## config.mk

```make
export PLATFORM = sky130hd
export DESIGN_NAME = redmule_tile_planner_flat
export DESIGN_NICKNAME = d
export VERILOG_FILES = /design/src/rtl/redmule_tile_planner_if.sv /design/src/rtl/redmule_tile_planner.sv /design/src/flat_wrapper.sv
export SDC_FILE = /design/constraint.sdc
export NUM_CORES = 1
export LEC_CHECK = 0
export CAP_MARGIN = 20
export CORE_MARGIN = 2
export CORE_UTILIZATION = 30
export CTS_BUF_LIST = sky130_fd_sc_hd__clkbuf_8 sky130_fd_sc_hd__clkbuf_16
export DETAILED_ROUTE_END_ITERATION = 6
export HOLD_SLACK_MARGIN = 0.1
export PLACE_DENSITY = 0.46
export RECOVER_POWER = 100
export SKIP_CTS_REPAIR_TIMING = 1
export SLEW_MARGIN = 30
export SYNTH_ARGS = -nofsm -noshare
export SYNTH_HDL_FRONTEND = slang
export SYNTH_SLANG_ARGS = --single-unit
```

## constraint.sdc

```tcl
create_clock -name clk_i -period 30.2 [get_ports clk_i]
set_input_delay 6.04 -clock clk_i [delete_from_list [all_inputs] [get_ports clk_i]]
set_output_delay 6.04 -clock clk_i [all_outputs]
set_load 0.005 [all_outputs]
```

## src/rtl/redmule_tile_planner_if.sv

```systemverilog
`default_nettype none
// ============================================================================
// Module      : redmule_tile_planner_if
// Description : Command / result bundle between a controller and the RedMulE
//               tile planner.
// Revision    : 1.0 - initial release
// ============================================================================
interface redmule_tile_planner_if;
    logic        clear_i;
    logic        start_i;
    logic [15:0] m_size_i;
    logic [15:0] n_size_i;
    logic [15:0] k_size_i;
    logic        mx_en_i;
    logic        ready_i;
    logic        busy_o;
    logic        valid_o;
    logic        ovf_o;
    logic [15:0] x_rows_iter_o;
    logic [15:0] x_cols_iter_o;
    logic [15:0] w_rows_iter_o;
    logic [15:0] w_cols_iter_o;
    logic [15:0] tot_stores_o;
    logic [7:0]  x_rows_lftovr_o;
    logic [7:0]  x_cols_lftovr_o;
    logic [7:0]  w_rows_lftovr_o;
    logic [7:0]  w_cols_lftovr_o;
    logic [31:0] w_tot_len_o;
    logic [31:0] tot_x_read_o;
    logic [31:0] z_tot_len_o;

    modport master (
        output clear_i, start_i, m_size_i, n_size_i, k_size_i, mx_en_i, ready_i,
        input  busy_o, valid_o, ovf_o,
               x_rows_iter_o, x_cols_iter_o, w_rows_iter_o, w_cols_iter_o, tot_stores_o,
               x_rows_lftovr_o, x_cols_lftovr_o, w_rows_lftovr_o, w_cols_lftovr_o,
               w_tot_len_o, tot_x_read_o, z_tot_len_o
    );

    modport slave (
        input  clear_i, start_i, m_size_i, n_size_i, k_size_i, mx_en_i, ready_i,
        output busy_o, valid_o, ovf_o,
               x_rows_iter_o, x_cols_iter_o, w_rows_iter_o, w_cols_iter_o, tot_stores_o,
               x_rows_lftovr_o, x_cols_lftovr_o, w_rows_lftovr_o, w_cols_lftovr_o,
               w_tot_len_o, tot_x_read_o, z_tot_len_o
    );
endinterface
`default_nettype wire

```

## src/rtl/redmule_tile_planner.sv

```systemverilog
`default_nettype none
// ============================================================================
// Module      : redmule_tile_planner
// Description : Turns GEMM sizes M/N/K into tile iteration counts, leftovers
//               and transfer lengths using one shared 16x32 shift-add
//               multiplier. Optional macro REDMULE_TILE_PLANNER_MX_EN doubles
//               z_tot_len for starts accepted with mx_en_i=1.
// Revision    : 1.0 - initial release
// ============================================================================
module redmule_tile_planner #(
    parameter int unsigned ARRAY_WIDTH  = 12,
    parameter int unsigned ARRAY_HEIGHT = 4,
    parameter int unsigned PIPE_REGS    = 3
) (
    input  logic                          clk_i,
    input  logic                          rst_i,
    redmule_tile_planner_if.slave         bus
);
    localparam logic [15:0] c_aw   = 16'(ARRAY_WIDTH);
    localparam logic [15:0] c_ah   = 16'(ARRAY_HEIGHT);
    localparam logic [15:0] c_tile = 16'(ARRAY_HEIGHT * (PIPE_REGS + 1));
    localparam logic [31:0] c_aw32 = 32'(ARRAY_WIDTH);

    typedef enum logic [2:0] {
        S_IDLE = 3'd0, S_CALC = 3'd1, S_MUL1 = 3'd2,
        S_MUL2 = 3'd3, S_MUL3 = 3'd4, S_DONE = 3'd5
    } state_t;

    typedef struct packed {
        logic [15:0] x_rows, x_cols, w_rows, w_cols, tot_stores;
        logic [7:0]  x_rows_lo, x_cols_lo, w_rows_lo, w_cols_lo;
        logic [31:0] w_tot_len, tot_x_read, z_tot_len;
        logic        ovf;
    } res_t;

    state_t      r_state;
    res_t        r_res;
    logic [3:0]  r_cnt;
    logic [15:0] r_m, r_n, r_k;
    logic        r_mx;
    logic [47:0] r_acc, r_mcand;
    logic [15:0] r_mplier;
    logic [31:0] r_p1;
    logic        r_valid, r_busy;

    logic [15:0] w_x_rows, w_x_cols, w_w_rows, w_w_cols;
    logic [15:0] w_m_mod, w_n_mod_t, w_n_mod_h, w_k_mod;
    logic [47:0] w_sum;
    logic [31:0] w_z_base, w_z;
    logic        w_mx_in;

    always_comb begin
        w_m_mod   = r_m % c_aw;
        w_n_mod_t = r_n % c_tile;
        w_n_mod_h = r_n % c_ah;
        w_k_mod   = r_k % c_tile;
        w_x_rows  = (r_m / c_aw)   + {15'd0, |w_m_mod};
        w_x_cols  = (r_n / c_tile) + {15'd0, |w_n_mod_t};
        w_w_cols  = (r_k / c_tile) + {15'd0, |w_k_mod};
        // Round N up to the CE column count; wraps to 0 at the 16-bit limit.
        w_w_rows  = r_n + ((|w_n_mod_h) ? (c_ah - w_n_mod_h) : 16'd0);
        w_sum     = r_acc + (r_mplier[0] ? r_mcand : 48'd0);
        w_z_base  = c_aw32 * {16'd0, w_sum[15:0]};
    end

`ifdef REDMULE_TILE_PLANNER_MX_EN
    assign w_mx_in = bus.mx_en_i;
    assign w_z     = r_mx ? (w_z_base << 1) : w_z_base;
`else
    logic w_unused_mx;
    assign w_unused_mx = bus.mx_en_i;
    assign w_mx_in     = 1'b0;
    assign w_z         = w_z_base;
`endif

    always_ff @(posedge clk_i or posedge rst_i) begin
        if (rst_i) begin
            r_state <= S_IDLE;  r_res <= '0;    r_cnt <= '0;
            r_m <= '0;          r_n <= '0;      r_k <= '0;     r_mx <= 1'b0;
            r_acc <= '0;        r_mcand <= '0;  r_mplier <= '0; r_p1 <= '0;
            r_valid <= 1'b0;    r_busy <= 1'b0;
        end else if (bus.clear_i) begin
            r_state <= S_IDLE;  r_res <= '0;    r_cnt <= '0;
            r_m <= '0;          r_n <= '0;      r_k <= '0;     r_mx <= 1'b0;
            r_acc <= '0;        r_mcand <= '0;  r_mplier <= '0; r_p1 <= '0;
            r_valid <= 1'b0;    r_busy <= 1'b0;
        end else begin
            // One shift-add step per MUL cycle; the last step's sum is w_sum.
            if (r_state == S_MUL1 || r_state == S_MUL2 || r_state == S_MUL3) begin
                r_acc    <= w_sum;
                r_mcand  <= r_mcand << 1;
                r_mplier <= r_mplier >> 1;
                r_cnt    <= r_cnt + 4'd1;
            end
            case (r_state)
                S_IDLE: begin
                    if (bus.start_i) begin
                        r_m     <= bus.m_size_i;
                        r_n     <= bus.n_size_i;
                        r_k     <= bus.k_size_i;
                        r_mx    <= w_mx_in;
                        r_busy  <= 1'b1;
                        r_state <= S_CALC;
                    end
                end
                S_CALC: begin
                    r_res.x_rows    <= w_x_rows;
                    r_res.x_cols    <= w_x_cols;
                    r_res.w_rows    <= w_w_rows;
                    r_res.w_cols    <= w_w_cols;
                    r_res.x_rows_lo <= w_m_mod[7:0];
                    r_res.x_cols_lo <= w_n_mod_t[7:0];
                    r_res.w_rows_lo <= w_n_mod_h[7:0];
                    r_res.w_cols_lo <= w_k_mod[7:0];
                    r_res.ovf       <= 1'b0;
                    r_acc           <= '0;
                    r_mcand         <= {32'd0, w_w_cols};
                    r_mplier        <= w_x_rows;
                    r_cnt           <= '0;
                    r_state         <= S_MUL1;
                end
                S_MUL1: begin
                    if (r_cnt == 4'd15) begin
                        r_p1             <= w_sum[31:0];
                        r_res.tot_stores <= w_sum[15:0];
                        r_res.z_tot_len  <= w_z;
                        r_res.ovf        <= |w_sum[47:16];
                        r_acc            <= '0;
                        r_mcand          <= {16'd0, w_sum[31:0]};
                        r_mplier         <= r_res.x_cols;
                        r_state          <= S_MUL2;
                    end
                end
                S_MUL2: begin
                    if (r_cnt == 4'd15) begin
                        r_res.tot_x_read <= w_sum[31:0];
                        r_res.ovf        <= r_res.ovf | (|w_sum[47:32]);
                        r_acc            <= '0;
                        r_mcand          <= {16'd0, r_p1};
                        r_mplier         <= r_res.w_rows;
                        r_state          <= S_MUL3;
                    end
                end
                S_MUL3: begin
                    if (r_cnt == 4'd15) begin
                        r_res.w_tot_len <= w_sum[31:0];
                        r_res.ovf       <= r_res.ovf | (|w_sum[47:32]);
                        r_valid         <= 1'b1;
                        r_state         <= S_DONE;
                    end
                end
                S_DONE: begin
                    if (bus.ready_i) begin
                        r_valid <= 1'b0;
                        r_busy  <= 1'b0;
                        r_state <= S_IDLE;
                    end
                end
                default: r_state <= S_IDLE;
            endcase
        end
    end

    assign bus.busy_o          = r_busy;
    assign bus.valid_o         = r_valid;
    assign bus.ovf_o           = r_res.ovf;
    assign bus.x_rows_iter_o   = r_res.x_rows;
    assign bus.x_cols_iter_o   = r_res.x_cols;
    assign bus.w_rows_iter_o   = r_res.w_rows;
    assign bus.w_cols_iter_o   = r_res.w_cols;
    assign bus.tot_stores_o    = r_res.tot_stores;
    assign bus.x_rows_lftovr_o = r_res.x_rows_lo;
    assign bus.x_cols_lftovr_o = r_res.x_cols_lo;
    assign bus.w_rows_lftovr_o = r_res.w_rows_lo;
    assign bus.w_cols_lftovr_o = r_res.w_cols_lo;
    assign bus.w_tot_len_o     = r_res.w_tot_len;
    assign bus.tot_x_read_o    = r_res.tot_x_read;
    assign bus.z_tot_len_o     = r_res.z_tot_len;
endmodule
`default_nettype wire

```

## src/flat_wrapper.sv

```systemverilog
// flat-port wrapper written by rule: the top's interface ports become plain ports
module redmule_tile_planner_flat 
#(
    parameter int unsigned ARRAY_WIDTH  = 12,
    parameter int unsigned ARRAY_HEIGHT = 4,
    parameter int unsigned PIPE_REGS    = 3
)
  (clk_i, rst_i, bus_clear_i, bus_start_i, bus_m_size_i, bus_n_size_i, bus_k_size_i, bus_mx_en_i, bus_ready_i, bus_busy_o, bus_valid_o, bus_ovf_o, bus_x_rows_iter_o, bus_x_cols_iter_o, bus_w_rows_iter_o, bus_w_cols_iter_o, bus_tot_stores_o, bus_x_rows_lftovr_o, bus_x_cols_lftovr_o, bus_w_rows_lftovr_o, bus_w_cols_lftovr_o, bus_w_tot_len_o, bus_tot_x_read_o, bus_z_tot_len_o);
  redmule_tile_planner_if bus_i ();
  input  logic clk_i;
  input  logic rst_i;
  input wire logic [$bits(bus_i.clear_i)-1:0] bus_clear_i;
  input wire logic [$bits(bus_i.start_i)-1:0] bus_start_i;
  input wire logic [$bits(bus_i.m_size_i)-1:0] bus_m_size_i;
  input wire logic [$bits(bus_i.n_size_i)-1:0] bus_n_size_i;
  input wire logic [$bits(bus_i.k_size_i)-1:0] bus_k_size_i;
  input wire logic [$bits(bus_i.mx_en_i)-1:0] bus_mx_en_i;
  input wire logic [$bits(bus_i.ready_i)-1:0] bus_ready_i;
  output wire logic [$bits(bus_i.busy_o)-1:0] bus_busy_o;
  output wire logic [$bits(bus_i.valid_o)-1:0] bus_valid_o;
  output wire logic [$bits(bus_i.ovf_o)-1:0] bus_ovf_o;
  output wire logic [$bits(bus_i.x_rows_iter_o)-1:0] bus_x_rows_iter_o;
  output wire logic [$bits(bus_i.x_cols_iter_o)-1:0] bus_x_cols_iter_o;
  output wire logic [$bits(bus_i.w_rows_iter_o)-1:0] bus_w_rows_iter_o;
  output wire logic [$bits(bus_i.w_cols_iter_o)-1:0] bus_w_cols_iter_o;
  output wire logic [$bits(bus_i.tot_stores_o)-1:0] bus_tot_stores_o;
  output wire logic [$bits(bus_i.x_rows_lftovr_o)-1:0] bus_x_rows_lftovr_o;
  output wire logic [$bits(bus_i.x_cols_lftovr_o)-1:0] bus_x_cols_lftovr_o;
  output wire logic [$bits(bus_i.w_rows_lftovr_o)-1:0] bus_w_rows_lftovr_o;
  output wire logic [$bits(bus_i.w_cols_lftovr_o)-1:0] bus_w_cols_lftovr_o;
  output wire logic [$bits(bus_i.w_tot_len_o)-1:0] bus_w_tot_len_o;
  output wire logic [$bits(bus_i.tot_x_read_o)-1:0] bus_tot_x_read_o;
  output wire logic [$bits(bus_i.z_tot_len_o)-1:0] bus_z_tot_len_o;
  assign bus_i.clear_i = bus_clear_i;
  assign bus_i.start_i = bus_start_i;
  assign bus_i.m_size_i = bus_m_size_i;
  assign bus_i.n_size_i = bus_n_size_i;
  assign bus_i.k_size_i = bus_k_size_i;
  assign bus_i.mx_en_i = bus_mx_en_i;
  assign bus_i.ready_i = bus_ready_i;
  assign bus_busy_o = bus_i.busy_o;
  assign bus_valid_o = bus_i.valid_o;
  assign bus_ovf_o = bus_i.ovf_o;
  assign bus_x_rows_iter_o = bus_i.x_rows_iter_o;
  assign bus_x_cols_iter_o = bus_i.x_cols_iter_o;
  assign bus_w_rows_iter_o = bus_i.w_rows_iter_o;
  assign bus_w_cols_iter_o = bus_i.w_cols_iter_o;
  assign bus_tot_stores_o = bus_i.tot_stores_o;
  assign bus_x_rows_lftovr_o = bus_i.x_rows_lftovr_o;
  assign bus_x_cols_lftovr_o = bus_i.x_cols_lftovr_o;
  assign bus_w_rows_lftovr_o = bus_i.w_rows_lftovr_o;
  assign bus_w_cols_lftovr_o = bus_i.w_cols_lftovr_o;
  assign bus_w_tot_len_o = bus_i.w_tot_len_o;
  assign bus_tot_x_read_o = bus_i.tot_x_read_o;
  assign bus_z_tot_len_o = bus_i.z_tot_len_o;
  redmule_tile_planner #(.ARRAY_WIDTH(ARRAY_WIDTH), .ARRAY_HEIGHT(ARRAY_HEIGHT), .PIPE_REGS(PIPE_REGS)) u_core (.clk_i(clk_i), .rst_i(rst_i), .bus(bus_i));
endmodule
```

# --- Yosys cells after proc, flatten, opt, wreduce, memory -nomap -nowiden ---
# Cells that the tools add are included.
op_classes:
  n_addsub: 7
  n_mul: 1
  div_mod_pow: 2
  eq_ne: 12
  muxes: 56
  bitwise_logic: 1
  n_reduce_logical: 30
ops:
  columns: ["operator", "n"]
  rows:
  - ["$mux W48", 8]
  - ["$mux W16", 16]
  - ["$mux W32", 7]
  - ["$mux W209", 1]
  - ["$pmux W48 S3", 1]
  - ["$pmux W48 S2", 1]
  - ["$mux W64", 1]
  - ["$add A48 B48 Y48", 1]
  - ["$pmux W16 S3", 1]
  - ["$mux W33", 1]
  - ["$reduce_or A16 Y1", 2]
  - ["$reduce_or A32 Y1", 1]
  - ["$add A12 B1 Y13", 2]
  - ["$mul A2 B16 Y18 const A", 1]
  - ["$mux W3", 6]
  - ["$pmux W3 S6", 1]
  - ["$add A16 B1 Y16", 1]
  - ["$add A16 B16 Y16", 1]
  - ["$div A16 B4 Y16 const B", 1]
  - ["$mod A16 B4 Y16 const B", 1]
  - ["$ne A3 B3 Y1 const B", 5]
  - ["$reduce_bool A2 Y1", 7]
  - ["$mux W4", 3]
  - ["$reduce_and A3 Y1", 3]
  - ["other kinds (19)", 36]
totals:
  reg_bits: 410
  input_bits: 54
  wordCells: 133

# --- Depth between registers and ports, before layout ---
# Gate-level depths: netlist of the first run.
logic_depth:
  depth_word: 7
  mapped_depth: 24
  mapped_depth_nobuf: 21

# --- Worst setup path after synthesis of the first run ---
# No wires, ideal clock.
synth_timing:
  kind: "input -> register"
  from: "in bus_start_i"
  to: "reg u_core.r_m[10]"
  t_arrival_ps: 7039
  required_time_ps: 30117
  path_slack_ps: 23078
  path_stages: 5
  path_buffers: 2
  cell_sequence: "a31oi_1 > clkbuf_1 > clkbuf_1 > nand2_1 > o21ai_0"
synth_between:
  elab_chain_cells: 2
synth_lines:
  columns: ["item", "line", "source"]
  rows:
  - ["start, declared", "flat_wrapper.sv:13", "input wire logic [$bits(bus_i.start_i)-1:0] bus_start_i;"]
  - ["$reduce_bool A2 Y1 (no source line)", null, null]
  - ["$reduce_and A2 Y1 (no source line)", null, null]
  - ["end signal, assigned", "redmule_tile_planner.sv:98", "r_m <= bus.m_size_i;"]
  - ["end, declared", "redmule_tile_planner.sv:39", "logic [15:0] r_m, r_n, r_k;"]
# No other way between the ends.
# A chain may end at the register's enable or synchronous reset.

==> results of run 1 <==
-- critical path, cell delays in order --
cell and delay (ns):
dlygate4sd3_1 0.54, clkinvlp_2 1.79, clkbuf_1 3.62, clkbuf_1 3.49
-- layout make-up --
cell class | count | share of cell area [%]
tap | 940 | 4.591
clock inverter | 16 | 0.7180
timing repair buffer | 264 | 9.891
multi-input combinational | 2018 | 44.41
sequential | 355 | 34.68
clock buffer | 57 | 5.084
inverter | 42 | 0.6203
-- cells by family after synthesis --
| family | count (synthesis) | synth area share [%] |
|---|---|---|
| and+or+nand+nor | 1074 | 21.81 |
| muxes | 33 | 1.744 |
| other | 1 | 0.01760 |
| buffers and inverters | 265 | 5.844 |
| xor gates and xnor gates | 96 | 3.947 |
| AOI/OAI and AO/OA | 705 | 20.53 |
| adders and majority gates | 74 | 4.417 |
| DFF | 355 | 41.70 |
-- stage by stage --
stage	total power, mW	cell area [µm²]	hold WS [ns]
after global placement	1.252	24150	0.4880
after CTS	1.816	25670	0.4998
after detailed placement	1.259	24190	0.4888
final	1.783	25620	0.4999
after floorplan	1.012	21440	0.4563
after global routing	1.898	25620	0.5326
-- cells in the mapped netlist, drive strengths merged, types with 4 or more instances --
master / count
o22ai: 6
nand2b: 15
nor4: 5
clkbuf: 133
xnor2: 55
a32oi: 4
or2: 5
nor2: 311
o311ai: 4
mux2: 14
ha: 72
o21a: 15
buf: 90
nand4: 14
o21ai: 125
nor3b: 7
a311oi: 15
a21o: 30
o31ai: 7
nor3: 40
mux2i: 18
a31oi: 21
o21bai: 10
nand3: 52
or3: 13
and4: 4
and3: 18
a31o: 4
nand2: 504
o211ai: 13
a2111oi: 9
a211oi: 72
a221oi: 7
and2: 54
xor2: 41
dfrtp: 355
inv: 40
or4: 5
a21oi: 318
nor2b: 17
-- metal layers --
layer | track usage, % | routed length (µm) | vias to the layer above
met4 | 5.176 | 1720 | 4
li1 | - | - | 9156
met3 | 3.124 | 3304 | 106
met1 | 26.44 | 32700 | 9178
met2 | 29.90 | 31940 | 444
met5 | 0 | 27 | -
-- registers in the layout, indices dropped and copies added (netlist names), 3 cells and up --
name                        cells
u_core.bus.x_rows_lftovr_o      8
u_core.bus.tot_x_read_o        32
u_core.r_mcand                 48
u_core.r_acc                   48
u_core.r_n                     16
u_core.r_m                     16
u_core.bus.x_cols_iter_o       13
u_core.r_p1                    32
u_core.bus.w_tot_len_o         32
u_core.r_state                  3
u_core.bus.w_cols_iter_o       13
u_core.bus.z_tot_len_o         17
u_core.bus.x_cols_lftovr_o      4
u_core.bus.w_cols_lftovr_o      4
u_core.bus.w_rows_iter_o       16
u_core.r_cnt                    4
u_core.r_k                     16
u_core.bus.x_rows_iter_o       14
u_core.r_mplier                16
-- power breakdown --
part / internal [mW] / leakage [nW] / switching [mW]
combinational: 0.217 / 5.79 / 0.422
sequential: 0.530 / 4.87 / 0.0672
clock: 0.321 / 0.752 / 0.224
-- worst min-delay path by stage --
stage / slack, ns / depth (start not counted) / startpoint / to
floorplan: 0.46 / 2 / u_core.r_k[4] / u_core.r_k[4]
global placement: 0.49 / 2 / u_core.r_k[4] / u_core.r_k[4]
detailed placement: 0.49 / 2 / u_core.r_k[3] / u_core.r_k[3]
CTS: 0.50 / 2 / u_core.r_mcand[45] / u_core.r_mcand[46]
global route: 0.53 / 1 / u_core.bus.x_rows_iter_o[6] / u_core.bus.x_rows_iter_o[6]
finish: 0.50 / 2 / u_core.r_k[3] / u_core.r_k[3]
==> metrics.md, run 1 <==
| Metric | Value |
|---|---|
| Post-route non-filler standard cell count | 3692 |
| CTS tree | yes |
| Sequential share of the synthesized area | 41.70% |
| Failing checks | capacitance limit, slew limit |
| Worst r2r src | u_core.r_m[10] |
| Final Critical Period | 16.01 ns |
| Wire per inst | 18.88 µm |
| Area of the multi-input gates | 11380 µm² |
| Most frequent cells in the layout | nand2_1, dfrtp_1, a21oi_1, nor2_1, dlygate4sd3_1 |
| Final worst slack | 14.19 ns |
| Area grow syn2layout | 20.24% |
| Initial antenna violation count | 2 |
| Layout cells sized above 1 | 5.596% |
| Gp weighted congestion | 0.8911 |
| Iter 0 DRT Violations | 1491 |
| R2r worst-path depth | 20 |
| Via count | 18890 |
| Unrepaired setup endpoints after global routing | no |
| Worst EP required | 29.80 ns |
| Max cap viols | 10 |
| Count of final max-slew check failures | 725 |
| Reg2Reg Capture Point | u_core.r_mplier[11] |
| Critical path fanouts, max | 87 |
| IO Pins | 265 |
| Worst Path Arrival | 15.61 ns |
| Cells after Synth | 2603 |
| Final TNS setup | 0 ns |
| Inst Count DP | 3618 |
| Register area | 8885 µm² |
| Crit path kind | in -> async |
| H-tree levels | 2 |
| Starting Density | 30.37% |
| Max Buffers Root-to-Sink | 3 |
| Commonest non-fill, non-tap cell in the layout | nand2_1 |
| Finish-stage setup viols | 0 |
| Final core utilization | 36.52% |
| Pre-antenna DRT Iters | 6 |
| Dpl ws | 21.76 ns |
| IO Port Bufs | 227 |
| GRT Total Usage | 18.84% |
| Max-slew headroom | -234.3% |
| Pwr Density | 69.59 nW/µm² |
| Worst Setup EP | u_core.bus.w_tot_len_o[1] |
| Ys flop type | dfrtp_1 |
| Clk sinks | 355 |
| Synth area leader | dfrtp_1 |
| Status | complete, but fails checks |
| TritonCTS Buffers | 46 |
| Worst Clk Skew | 0.05896 ns |
| HPWL Detailed | 47790 µm |
| Slew at the pin closest to its max-slew limit | 5.015 ns |
| CP startpoint | rst_i |
| Post-synth top area share | 41.70% |
| Die area | 73160 µm² |
| Final worst-path cycle share | 53.02% |
| Synth async-reset ratio | 100.0% |
| Antenna-violating nets left | 0 |
| R2R Setup Slk | 23.56 ns |
| DRC errors left | 0 |
| Average via count per standard cell | 5.116 |
| Layout net count | 2855 |
| Core area | 70150 µm² |
| Synth Cell Area | 21300 µm² |
| Die width | 270.5 µm |
| GRT Residual Overflow | 0 |
| Global-route wire length before repair | 110600 µm |
| Most area-consuming cells after synthesis | dfrtp_1, nand2_1, a21oi_1 |
| Hold Path Class | reg -> reg |
| Vias in the first global route | 18770 |
| Max Freq | 62.45 MHz |
| Clk_lat worst skew | 0.61 ns |
| Die height | 270.5 µm |
| Setup crit start kind | input pin |
| Endpoints failing hold | 0 |
| Final WL | 69690 µm |
| Count of different cell masters after synthesis | 98 |
| Worst Setup End Kind | asynchronous set/reset pin |
| Number of synthesized register bits | 355 |
| Reg clk slew, reported paths | 0.05 ns |
| Clk root buf | clkbuf_16 |
| Layout fillers | 7425 |
| FP Rows | 97 |
| Number of synthesized flops with an enable pin | 0 |
| Ys Warns | 0 |
| Worst vdd ir | 0.04368 mV |
| Pin count of the biggest net entering global routing | 95 |
| Antenna Diode Count | 0 |
| P_leak | 11.41 nW |
| Post-Synthesis Mean Instance Area | 8.184 µm² |
No activity file was read; power rests on OpenSTA's default activity.
==> run 2: changes to the inputs <==
clock period = 15.9 ns   (was 30.2 ns; I/O delays follow)
==> run 2 against run 1 <==
Net effect:
- the run still ends with capacitance limit, slew limit left
- flip-flop and latch count stayed put
- critical path depth is 1 lower
- clock power is 96% higher
- worst hold slack worse by 0.015 ns
- die area stayed put
- clock skew is 0.022 ns lower
- via count is 0.77% higher
- core utilization hardly changed
- register-to-register slack worse by 15 ns
- critical path type unchanged
- largest cell class unchanged
==> metrics.md, run 2 (synthesis gave the netlist of run 1 again) <==
| Metric | Value |
|---|---|
| Status | complete, but fails checks |
| Failing checks | capacitance limit, slew limit |
| Count of final max-slew check failures | 598 (-18%) |
| Net Sw Frac | 40.06% (about the same) |
| Clock power share | 31.2% (+0.6 points) |
| Gp weighted congestion | 0.8639 (-3.1%) |
| Max Buffers Root-to-Sink | 3 (unchanged) |
| Die area | 73160 µm² (unchanged) |
| Global-route wire length before repair | 111100 µm (+0.48%) |
| Pwr Density | 133.3 nW/µm² (+92%) |
| Layout fillers | 7383 (-0.57%) |
| Core area | 70150 µm² (unchanged) |
| HPWL Detailed | 47750 µm (about the same) |
| Pre-antenna DRT Iters | 5 (-1) |
| Worst Setup End Kind | asynchronous set/reset pin |
| Max cap viols | 8 (-2) |
| Most frequent cells in the layout | nand2_1, dfrtp_1, a21oi_1, nor2_1, dlygate4sd3_1 |
| Clk root buf | clkbuf_16 |
| Layout cells sized above 1 | 5.507% (-0.089 points) |
| Starting Density | 30.37% (unchanged) |
| Final worst-path cycle share | 62.75% |
| Commonest non-fill, non-tap cell in the layout | nand2_1 |
| Clk sinks | 355 (unchanged) |
| Seq pwr share | 33.3% (-0.2 points) |
| Critical path fanouts, max | 92 (+5.7%) |
| Hold Path Class | reg -> reg |
| Hold Crit Endpoint | u_core.bus.x_rows_iter_o[7] |
| Hold path depth | 2 (unchanged) |
| Worst Path Arrival | 9.36 ns (-6.25 ns) |
| TritonCTS Buffers | 45 (-2.2%) |
| Worst r2r src | u_core.r_m[10] |
| Vias in the first global route | 18880 (+0.62%) |
| Logic pwr share | 35.5% (-0.4 points) |
| Via count | 19030 (+0.77%) |
| Inst Count DP | 3619 (+0.028%) |
| Area grow syn2layout | 20.37% |
| Final TNS setup | 0 ns (unchanged) |
| Wire per inst | 18.98 µm (+0.56%) |
| R2r worst-path depth | 20 (unchanged) |
| Top Registers | u_core.r_acc: 48 flops, u_core.r_mcand: 48 flops |
| Pin count of the biggest net entering global routing | 102 (+7.4%) |
| Endpoints failing hold | 0 (unchanged) |
| Antenna Diode Count | 0 (unchanged) |
| Worst hold start | u_core.bus.x_rows_iter_o[7] |
| Slew at the pin closest to its max-slew limit | 4.741 ns (-0.2740 ns) |
| Final WL | 70230 µm (+0.78%) |
| CTS tree | yes |
| Average via count per standard cell | 5.144 (+0.56%) |
| GRT Residual Overflow | 0 (unchanged) |
| IO Port Bufs | 227 (unchanged) |
| IO Pins | 265 (unchanged) |
| Worst EP required | 15.28 ns (-14.52 ns) |
| Die width | 270.5 µm (unchanged) |
| Setup crit start kind | input pin |
| CP startpoint | rst_i |
| GRT Total Usage | 18.98% (+0.14 points) |
| Die height | 270.5 µm (unchanged) |
| Post-route non-filler standard cell count | 3700 (+0.22%) |
| Initial antenna violation count | 2 (unchanged) |
| R2R Setup Slk | 8.59 ns (-14.97 ns) |
| H-tree levels | 2 (unchanged) |
| Unrepaired setup endpoints after global routing | no |
| Iter 0 DRT Violations | 1223 (-18%) |
| Reg2Reg Capture Point | u_core.bus.x_rows_iter_o[11] |
| Crit path kind | in -> async |
| Final Critical Period | 9.977 ns |
| FP Rows | 97 (unchanged) |
| DRC errors left | 0 (unchanged) |
| Worst Clk Skew | 0.03720 ns (-0.02176 ns) |
| Worst vdd ir | 0.1064 mV (+140%) |
| Reg clk slew, reported paths | 0.07 ns (+0.02 ns) |
| Internal Power | 2.049 mW (+92%) |
| Antenna-violating nets left | 0 (unchanged) |
| Pwr Total | 3.418 mW (+92%) |
| Finish-stage setup viols | 0 (unchanged) |
| Sw power | 1.369 mW (+92%) |
| P_leak | 11.43 nW (+0.16%) |
| Clk_lat worst skew | 0.60 ns (about the same) |
| Max-slew headroom | -216.1% (+18 points) |
| Final core utilization | 36.56% (+0.037 points) |
| Max Freq | 100.2 MHz |
| Layout net count | 2854 (-0.035%) |
==> run 2: critical path, cell delays in order <==
cell,delay [ns]
dlygate4sd3_1,0.54
clkinvlp_2,2.33
clkbuf_1,3.12
==> run 2: routing by layer <==
| metal | part of all wire [%] | wire length, µm | track usage (%) |
|---|---|---|---|
| met2 | 46 | 32180 | 30.31 |
| met5 | 0.038 | 27 | 0 |
| met4 | 3.1 | 2157 | 6.208 |
| met3 | 4.4 | 3112 | 2.592 |
| met1 | 47 | 32750 | 26.45 |
==> run 2: final cells by class <==
cell class / instances / area (µm²) / area share (%)
clock buffers: 53 / 1236 / 4.821
clock inverters: 28 / 296.5 / 1.156
inverters: 42 / 158.9 / 0.6197
multi-input cells: 2018 / 11360 / 44.29
flip-flops and latches: 355 / 8885 / 34.65
well taps: 940 / 1176 / 4.587
repair buffers: 264 / 2532 / 9.876
==> run 2: power groups by stage <==
stage | Combinational, mW | Sequential [mW] | Clock, mW
global placement | 1.24 | 1.15 | 0
CTS | 1.25 | 1.14 | 1.10
detailed placement | 1.25 | 1.15 | 0
floorplan | 0.833 | 1.09 | 0
finish | 1.21 | 1.14 | 1.07
global route | 1.34 | 1.15 | 1.13
==> run 2: worst max path at each step <==
| stage | to | slack, ns | depth (start not counted) |
|---|---|---|---|
| after global routing | u_core.r_state[0] | 4.46 | 3 |
| after detailed placement | u_core.bus.x_rows_iter_o[11] | 9.50 | 20 |
| after CTS | u_core.bus.x_rows_iter_o[11] | 9.47 | 20 |
| final | u_core.r_state[0] | 5.92 | 3 |
| after global placement | u_core.bus.x_rows_iter_o[11] | 9.63 | 20 |
| after floorplan | u_core.bus.busy_o | 2.87 | 1 |
==> run 2: through the flow <==
step / instance area [µm²] / hold slack [ns] / setup slack (ns)
floorplan: 21440 / 0.4563 / 2.871
global placement: 24150 / 0.4891 / 9.631
detailed placement: 24170 / 0.4886 / 9.496
CTS: 25700 / 0.5020 / 9.472
global route: 25640 / 0.5334 / 4.460
finish: 25640 / 0.4845 / 5.923
